===== src/rtl/decode_sb.sv =====
// Decode stage with per-register pending-write scoreboard and operand forwarding.
// Define DECODE_SB_STAT_EN to add the saturating stall_cnt output.
module decode_sb #(
  parameter int XLEN  = 32,
  parameter int NFWD  = 3,
  parameter int CNT_W = 2
) (
  input  logic                 clk,
  input  logic                 rst,
  input  logic                 flush,
  input  logic                 in_valid,
  output logic                 in_ready,
  input  logic [XLEN-1:0]      in_pc,
  input  logic [31:0]          in_inst,
  output logic [4:0]           rs1_addr,
  output logic [4:0]           rs2_addr,
  input  logic [XLEN-1:0]      rs1_data,
  input  logic [XLEN-1:0]      rs2_data,
  input  logic [NFWD-1:0]      fwd_we,
  input  logic [5*NFWD-1:0]    fwd_wd,
  input  logic [XLEN*NFWD-1:0] fwd_data,
  input  logic [NFWD-1:0]      fwd_rdy,
  input  logic                 ret_we,
  input  logic [4:0]           ret_wd,
  output logic                 out_valid,
  input  logic                 out_ready,
  output logic [4:0]           out_alusel,
  output logic [XLEN-1:0]      out_opr1,
  output logic [XLEN-1:0]      out_opr2,
  output logic [XLEN-1:0]      out_imm,
  output logic [XLEN-1:0]      out_pc,
  output logic [4:0]           out_wd,
  output logic                 out_wreg,
  output logic [31:0]          out_inst
`ifdef DECODE_SB_STAT_EN
  ,
  output logic [31:0]          stall_cnt
`endif
);

  // Classes in [4:3]: ALU 00, store/upper 01, branch/jump 10, load 11
  localparam logic [4:0] SEL_LUI   = 5'b01_110;
  localparam logic [4:0] SEL_AUIPC = 5'b01_111;
  localparam logic [4:0] SEL_JAL   = 5'b10_010;
  localparam logic [4:0] SEL_JALR  = 5'b10_011;
  localparam logic [CNT_W-1:0] CMAX = '1;

  logic [CNT_W-1:0] cnt [32];

  logic [6:0]        opcode;
  logic [2:0]        funct3;
  logic [4:0]        rd;
  logic              use1, use2, wreg;
  logic [4:0]        alusel, wd;
  logic signed [31:0] imm32;
  logic [XLEN-1:0]   imm, opr1, opr2;
  logic [XLEN:0]     res1, res2;
  logic              sat, hazard;
  logic              inc, dec;

  // Returns {hazard, value}; lowest-index matching forward port wins
  function automatic logic [XLEN:0] resolve(input logic [4:0] a, input logic [XLEN-1:0] rf);
    logic         hit;
    logic [XLEN:0] r;
    hit = 1'b0;
    r   = {1'b0, rf};
    if (a == 5'd0) begin
      r = '0;
    end else begin
      for (int i = 0; i < NFWD; i++) begin
        if (!hit && fwd_we[i] && fwd_wd[5*i +: 5] == a) begin
          hit = 1'b1;
          r   = {!fwd_rdy[i], fwd_data[XLEN*i +: XLEN]};
        end
      end
      if (!hit && cnt[a] != '0) r[XLEN] = 1'b1;
    end
    return r;
  endfunction

  always_comb begin
    opcode = in_inst[6:0];
    funct3 = in_inst[14:12];
    rd     = in_inst[11:7];
    rs1_addr = in_inst[19:15];
    rs2_addr = in_inst[24:20];
    use1   = 1'b0;
    use2   = 1'b0;
    wreg   = 1'b0;
    alusel = 5'd0;
    imm32  = '0;
    case (opcode)
      7'b0010011: begin alusel = {2'b00, funct3}; use1 = 1'b1; wreg = 1'b1;
                        imm32 = {{20{in_inst[31]}}, in_inst[31:20]}; end
      7'b0110011: begin alusel = {2'b00, funct3}; use1 = 1'b1; use2 = 1'b1; wreg = 1'b1; end
      7'b0110111: begin alusel = SEL_LUI; wreg = 1'b1; imm32 = {in_inst[31:12], 12'b0}; end
      7'b0010111: begin alusel = SEL_AUIPC; wreg = 1'b1; imm32 = {in_inst[31:12], 12'b0}; end
      7'b1101111: begin alusel = SEL_JAL; wreg = 1'b1;
                        imm32 = {{12{in_inst[31]}}, in_inst[19:12], in_inst[20], in_inst[30:21], 1'b0}; end
      7'b1100111: begin alusel = SEL_JALR; use1 = 1'b1; wreg = 1'b1;
                        imm32 = {{20{in_inst[31]}}, in_inst[31:20]}; end
      7'b1100011: begin alusel = {2'b10, funct3}; use1 = 1'b1; use2 = 1'b1;
                        imm32 = {{20{in_inst[31]}}, in_inst[7], in_inst[30:25], in_inst[11:8], 1'b0}; end
      7'b0000011: begin alusel = {2'b11, funct3}; use1 = 1'b1; wreg = 1'b1;
                        imm32 = {{20{in_inst[31]}}, in_inst[31:20]}; end
      7'b0100011: begin
        if (funct3 <= 3'b010) begin
          alusel = {2'b01, funct3}; use1 = 1'b1; use2 = 1'b1;
          imm32 = {{20{in_inst[31]}}, in_inst[31:25], in_inst[11:7]};
        end
      end
      default: ;
    endcase
    imm  = XLEN'(imm32);
    wd   = wreg ? rd : 5'd0;
    res1 = use1 ? resolve(rs1_addr, rs1_data) : {1'b0, imm};
    res2 = use2 ? resolve(rs2_addr, rs2_data) : {1'b0, imm};
    opr1 = res1[XLEN-1:0];
    opr2 = res2[XLEN-1:0];
    // A held writer to rd will bump its count on hand-off, so one below max is full too
    sat  = wreg && rd != 5'd0 &&
           (cnt[rd] == CMAX ||
            (cnt[rd] == CNT_W'(CMAX - 1'b1) && out_valid && out_wreg && out_wd == rd));
    hazard   = in_valid && (res1[XLEN] || res2[XLEN] || sat);
    in_ready = !hazard && (!out_valid || out_ready) && !flush && !rst;
    inc = out_valid && out_ready && out_wreg && out_wd != 5'd0 && !flush;
    dec = ret_we && ret_wd != 5'd0;
  end

  // Issue register: holds payload stable until EX accepts it
  always_ff @(posedge clk) begin
    if (rst) begin
      out_valid  <= 1'b0;
      out_alusel <= '0;
      out_opr1   <= '0;
      out_opr2   <= '0;
      out_imm    <= '0;
      out_pc     <= '0;
      out_wd     <= '0;
      out_wreg   <= 1'b0;
      out_inst   <= '0;
    end else if (flush) begin
      out_valid <= 1'b0;
    end else if (in_valid && in_ready) begin
      out_valid  <= 1'b1;
      out_alusel <= alusel;
      out_opr1   <= opr1;
      out_opr2   <= opr2;
      out_imm    <= imm;
      out_pc     <= in_pc;
      out_wd     <= wd;
      out_wreg   <= wreg;
      out_inst   <= in_inst;
    end else if (out_ready) begin
      out_valid <= 1'b0;
    end
  end

  // Pending-write counters; x0 is never touched after reset
  always_ff @(posedge clk) begin
    if (rst) begin
      for (int i = 0; i < 32; i++) cnt[i] <= '0;
    end else begin
      for (int i = 1; i < 32; i++) begin
        if (inc && out_wd == 5'(i) && !(dec && ret_wd == 5'(i)))
          cnt[i] <= cnt[i] + 1'b1;
        else if (dec && ret_wd == 5'(i) && !(inc && out_wd == 5'(i)) && cnt[i] != '0)
          cnt[i] <= cnt[i] - 1'b1;
      end
    end
  end

`ifdef DECODE_SB_STAT_EN
  always_ff @(posedge clk) begin
    if (rst)                              stall_cnt <= '0;
    else if (hazard && stall_cnt != '1)   stall_cnt <= stall_cnt + 32'd1;
  end
`endif

endmodule


===== config.mk =====
export PLATFORM = sky130hd
export DESIGN_NAME = decode_sb
export DESIGN_NICKNAME = d
export VERILOG_FILES = /design/src/rtl/decode_sb.sv
export SDC_FILE = /design/constraint.sdc
export NUM_CORES = 1
export LEC_CHECK = 0
export ABC_AREA = 1
export CAP_MARGIN = 5
export CELL_PAD_IN_SITES_DETAIL_PLACEMENT = 0
export CELL_PAD_IN_SITES_GLOBAL_PLACEMENT = 1
export CORE_MARGIN = 1.5
export CORE_UTILIZATION = 30
export DETAILED_ROUTE_END_ITERATION = 8
export PLACE_DENSITY = 0.84
export SYNTH_ARGS = -nofsm -noshare
export SYNTH_HDL_FRONTEND = slang
export SYNTH_SLANG_ARGS = --single-unit
export TNS_END_PERCENT = 5

===== constraint.sdc =====
create_clock -name clk -period 2.87 [get_ports clk]
set_clock_uncertainty 0.05 [all_clocks]
set_input_delay 0.574 -clock clk [delete_from_list [all_inputs] [get_ports clk]]
set_output_delay 0.574 -clock clk [all_outputs]
set_load 0.01 [all_outputs]

==> impl_metrics.py <==
metrics = {
    "synthesis": {
        "synth.most_common_cell": "nand2_1",
        "ys_warn_count": 0,
        "synth-async-reset-ratio_pct": 0,
        "synth_edf_count": 62,
        "yosys.area.top_type": "dfxtp_1",
        "synthTopCellsByArea": "dfxtp_1 (20%), nand2_1 (17%), nor2_1 (14%)",
        "ys_ff_latch": 234,
        "netlist_area_um2": 17000,
        "avgSynthCellArea_um2": 5.76,
        "synth_cell_types": 47,
        "seq_area_frac_synth_pct": 31.2,
        "synthCells": 2951,
        "synth_ff_type": "dfxtp_1",
        "ys_top_cells_by_count": "nand2_1 (779), nor2_1 (644), inv_1 (468)",
        "synth_top_area_share_pct": 20.3,
        "syn_nets": 3208,
    },
    "drt": {
        "via_count": 20632,
        "drtIter0Drc": 1674,
        "ant_nets": 0,
        "post-route-drc-count": 0,
        "detail_route.first_pass.iterations": 5,
        "wirelength_um": 75700,
        "vias_per_cell": 4.68,
        "post_drt_wl_per_cell_um": 17.2,
    },
    "setup_path": {
        "crit_arrival_ns": 2.40,
        "worstPathRequired_ns": 2.25,
        "start_kind": "primary input",
        "end_kind": "output pin",
        "crit_fanout": 2,
        "path_class": "in2out",
    },
    "floorplan": {
        "dieArea_um2": 58100,
        "rows": 87,
        "coreArea_um2": 56200,
        "die_h_um": 241,
        "pin_count": 439,
        "initial_utilization_pct": 30.3,
        "die_width_um": 241,
    },
    "clock_network": {
        "cts_max_level": 1,
        "clk_pin_slew_ns": 0.06,
        "numCtsBuffers": 29,
        "cts_root_buf": "clkbuf_16",
        "cts_tree": "done",
        "clock_latency_ns": 0.58,
        "cts_max_path_buffers": 3,
        "cts.sinks": 234,
    },
    "hold_path": {
        "hold_class": "in2reg",
    },
    "timing": {
        "fmax_mhz": 330,
        "finalSetupViolCount": 1,
        "layout_min_cycle_time_ns": 3.03,
        "slew_headroom_pct": 46.5,
        "setup_total_negative_slack_ns": -0.159,
        "hold_viol": 0,
        "report.final.slew_viol_count": 0,
        "post-route-period-util_pct": 106,
        "worst_pin_slew_ns": 0.802,
        "rsz0062_at_grt": "true",
        "finalWorstSetupSlack_ns": -0.159,
    },
    "placed_design": {
        "placed_cells": 4311,
        "hpwlAfterDp_um": 58400,
        "gp_congestion": 0.970,
        "portBuffers": 438,
    },
    "pwr": {
        "p_per_area_nw_per_um2": 374,
        "p_leak_nw": 12.9,
        "ir_worst_vdd_mv": 0.318,
    },
    "global_routing": {
        "grt_pass1_vias": 18856,
        "antenna_found_initial": 3,
        "grt_overflow": 0,
        "track_usage_pct": 25.0,
        "grt_pass1_wl_um": 112000,
        "grt_max_degree": 93,
    },
    "run": {
        "cap_violations": 0,
    },
    "final_layout": {
        "finalNonFillerCells": 4406,
        "fill_cells": 5972,
        "final_nets": 3880,
        "final_core_util_pct": 46.1,
        "final-seq-area_um2": 5310,
        "drive_above_1_share_pct": 14.9,
        "syn2layout_area_growth_pct": 52.2,
        "multi_input_comb_area_um2": 9350,
    },
    "run_status": {
        "violations": "setup timing",
        "outcome": "finished with violations",
    },
}
==> placed cells by master, fill, tap and decap left out, types with 5 or more instances in the layout <==
cell type	n
a211oi_1	7
a21oi_1	137
buf_12	24
buf_4	344
buf_6	8
clkbuf_1	8
clkbuf_16	29
clkbuf_8	5
clkdlybuf4s15_2	5
clkdlybuf4s50_1	397
clkinv_1	5
clkinv_2	12
dfxtp_1	171
dlygate4sd2_1	29
edfxtp_1	62
inv_1	463
inv_2	26
mux2_2	9
nand2_1	764
nand2_2	15
nand3_1	79
nand3_2	9
nand4_1	109
nor2_1	621
nor2_2	18
nor2_4	7
nor3_1	18
nor3_2	5
nor4_1	5
o211ai_1	74
o21ai_0	93
o21ai_1	10
o22ai_1	6
xnor2_1	8
xor2_1	13
==> sequential cells by signal, indices dropped and copies added (netlist names) <==
register    count
out_wreg        1
out_imm        32
out_pc         32
out_valid       1
out_opr2       32
cnt            62
out_opr1       32
out_wd          5
out_alusel      5
out_inst       32
==> final cells by class <==
cell class | count | share of cell area (%)
tap | 756 | 3.66
antenna | 4 | 0.0387
timing repair buffer | 813 | 28.9
multi-input combinational | 2046 | 36.1
inverter | 499 | 7.29
clock buffer | 42 | 3.19
clock inverter | 12 | 0.256
sequential | 234 | 20.5
==> per-stage QoR <==
step,cell area [um2],worst slack [ns],hold slack (ns),power (mW)
floorplan,17000,0.000762,0.434,4.79
global placement,24500,-1.01,0.401,6.14
detailed placement,24500,-0.995,0.404,6.13
CTS,25800,-0.153,0.332,9.75
global route,25900,-0.269,0.372,10.2
finish,25900,-0.159,0.371,9.67
==> critical path: stages <==
cell and delay, ns:
clkdlybuf4s50_1 0.53, xnor2_1 0.14, o21ai_1 0.11, nor2_2 0.13, nand3_2 0.10, nor2_2 0.13, nor2_2 0.07, a21oi_2 0.18
nor2_4 0.07, o21a_4 0.23, buf_6 0.12
==> per-layer routing <==
layer | global-route usage [%] | share of wire, % | vias to the layer above
li1 | - | - | 10501
met1 | 32.6 | 43 | 9233
met2 | 41.3 | 46 | 783
met3 | 4.59 | 7.9 | 115
met4 | 8.47 | 3.1 | 0
met5 | 0 | 0 | -
==> worst paths after layout <==
kind,startpoint,end,slack (ns),cells after the start
worst max-delay path,fwd_wd[14],in_ready,-0.16,11
worst min-delay path,in_inst[0],out_inst[0],0.37,3
worst max register to register,cnt[10][1],out_imm[1],0.04,18
worst min register to register,out_inst[11],out_inst[11],0.41,2
==> power breakdown <==
group	switching [mW]	internal [mW]	total (mW)
registers	0.0964	3.57	3.66
clock network	1.54	1.98	3.52
logic	1.31	1.17	2.48
total	2.94	6.72	9.67
==> timing repair <==
| item | in CTS | in global routing |
|---|---|---|
| hold buffers | 0 | 0 |
| endpoints found under the setup margin | 173 | 173 |
| buffers inserted | 34 | 4 |
| pin swaps | 38 | 10 |
| resized for setup | 139 | 13 |
==> cell families after synthesis <==
logic type | count (synthesis) | synth area share [%]
adders and majority gates | 1 | 0.0736
DFF | 234 | 31.2
AOI/OAI and AO/OA | 348 | 11.8
buffers and inverters | 671 | 15.5
xor gates and xnor gates | 21 | 1.08
muxes | 9 | 0.596
and+or+nand+nor | 1667 | 39.7
Power figures use the tool's default switching activity.
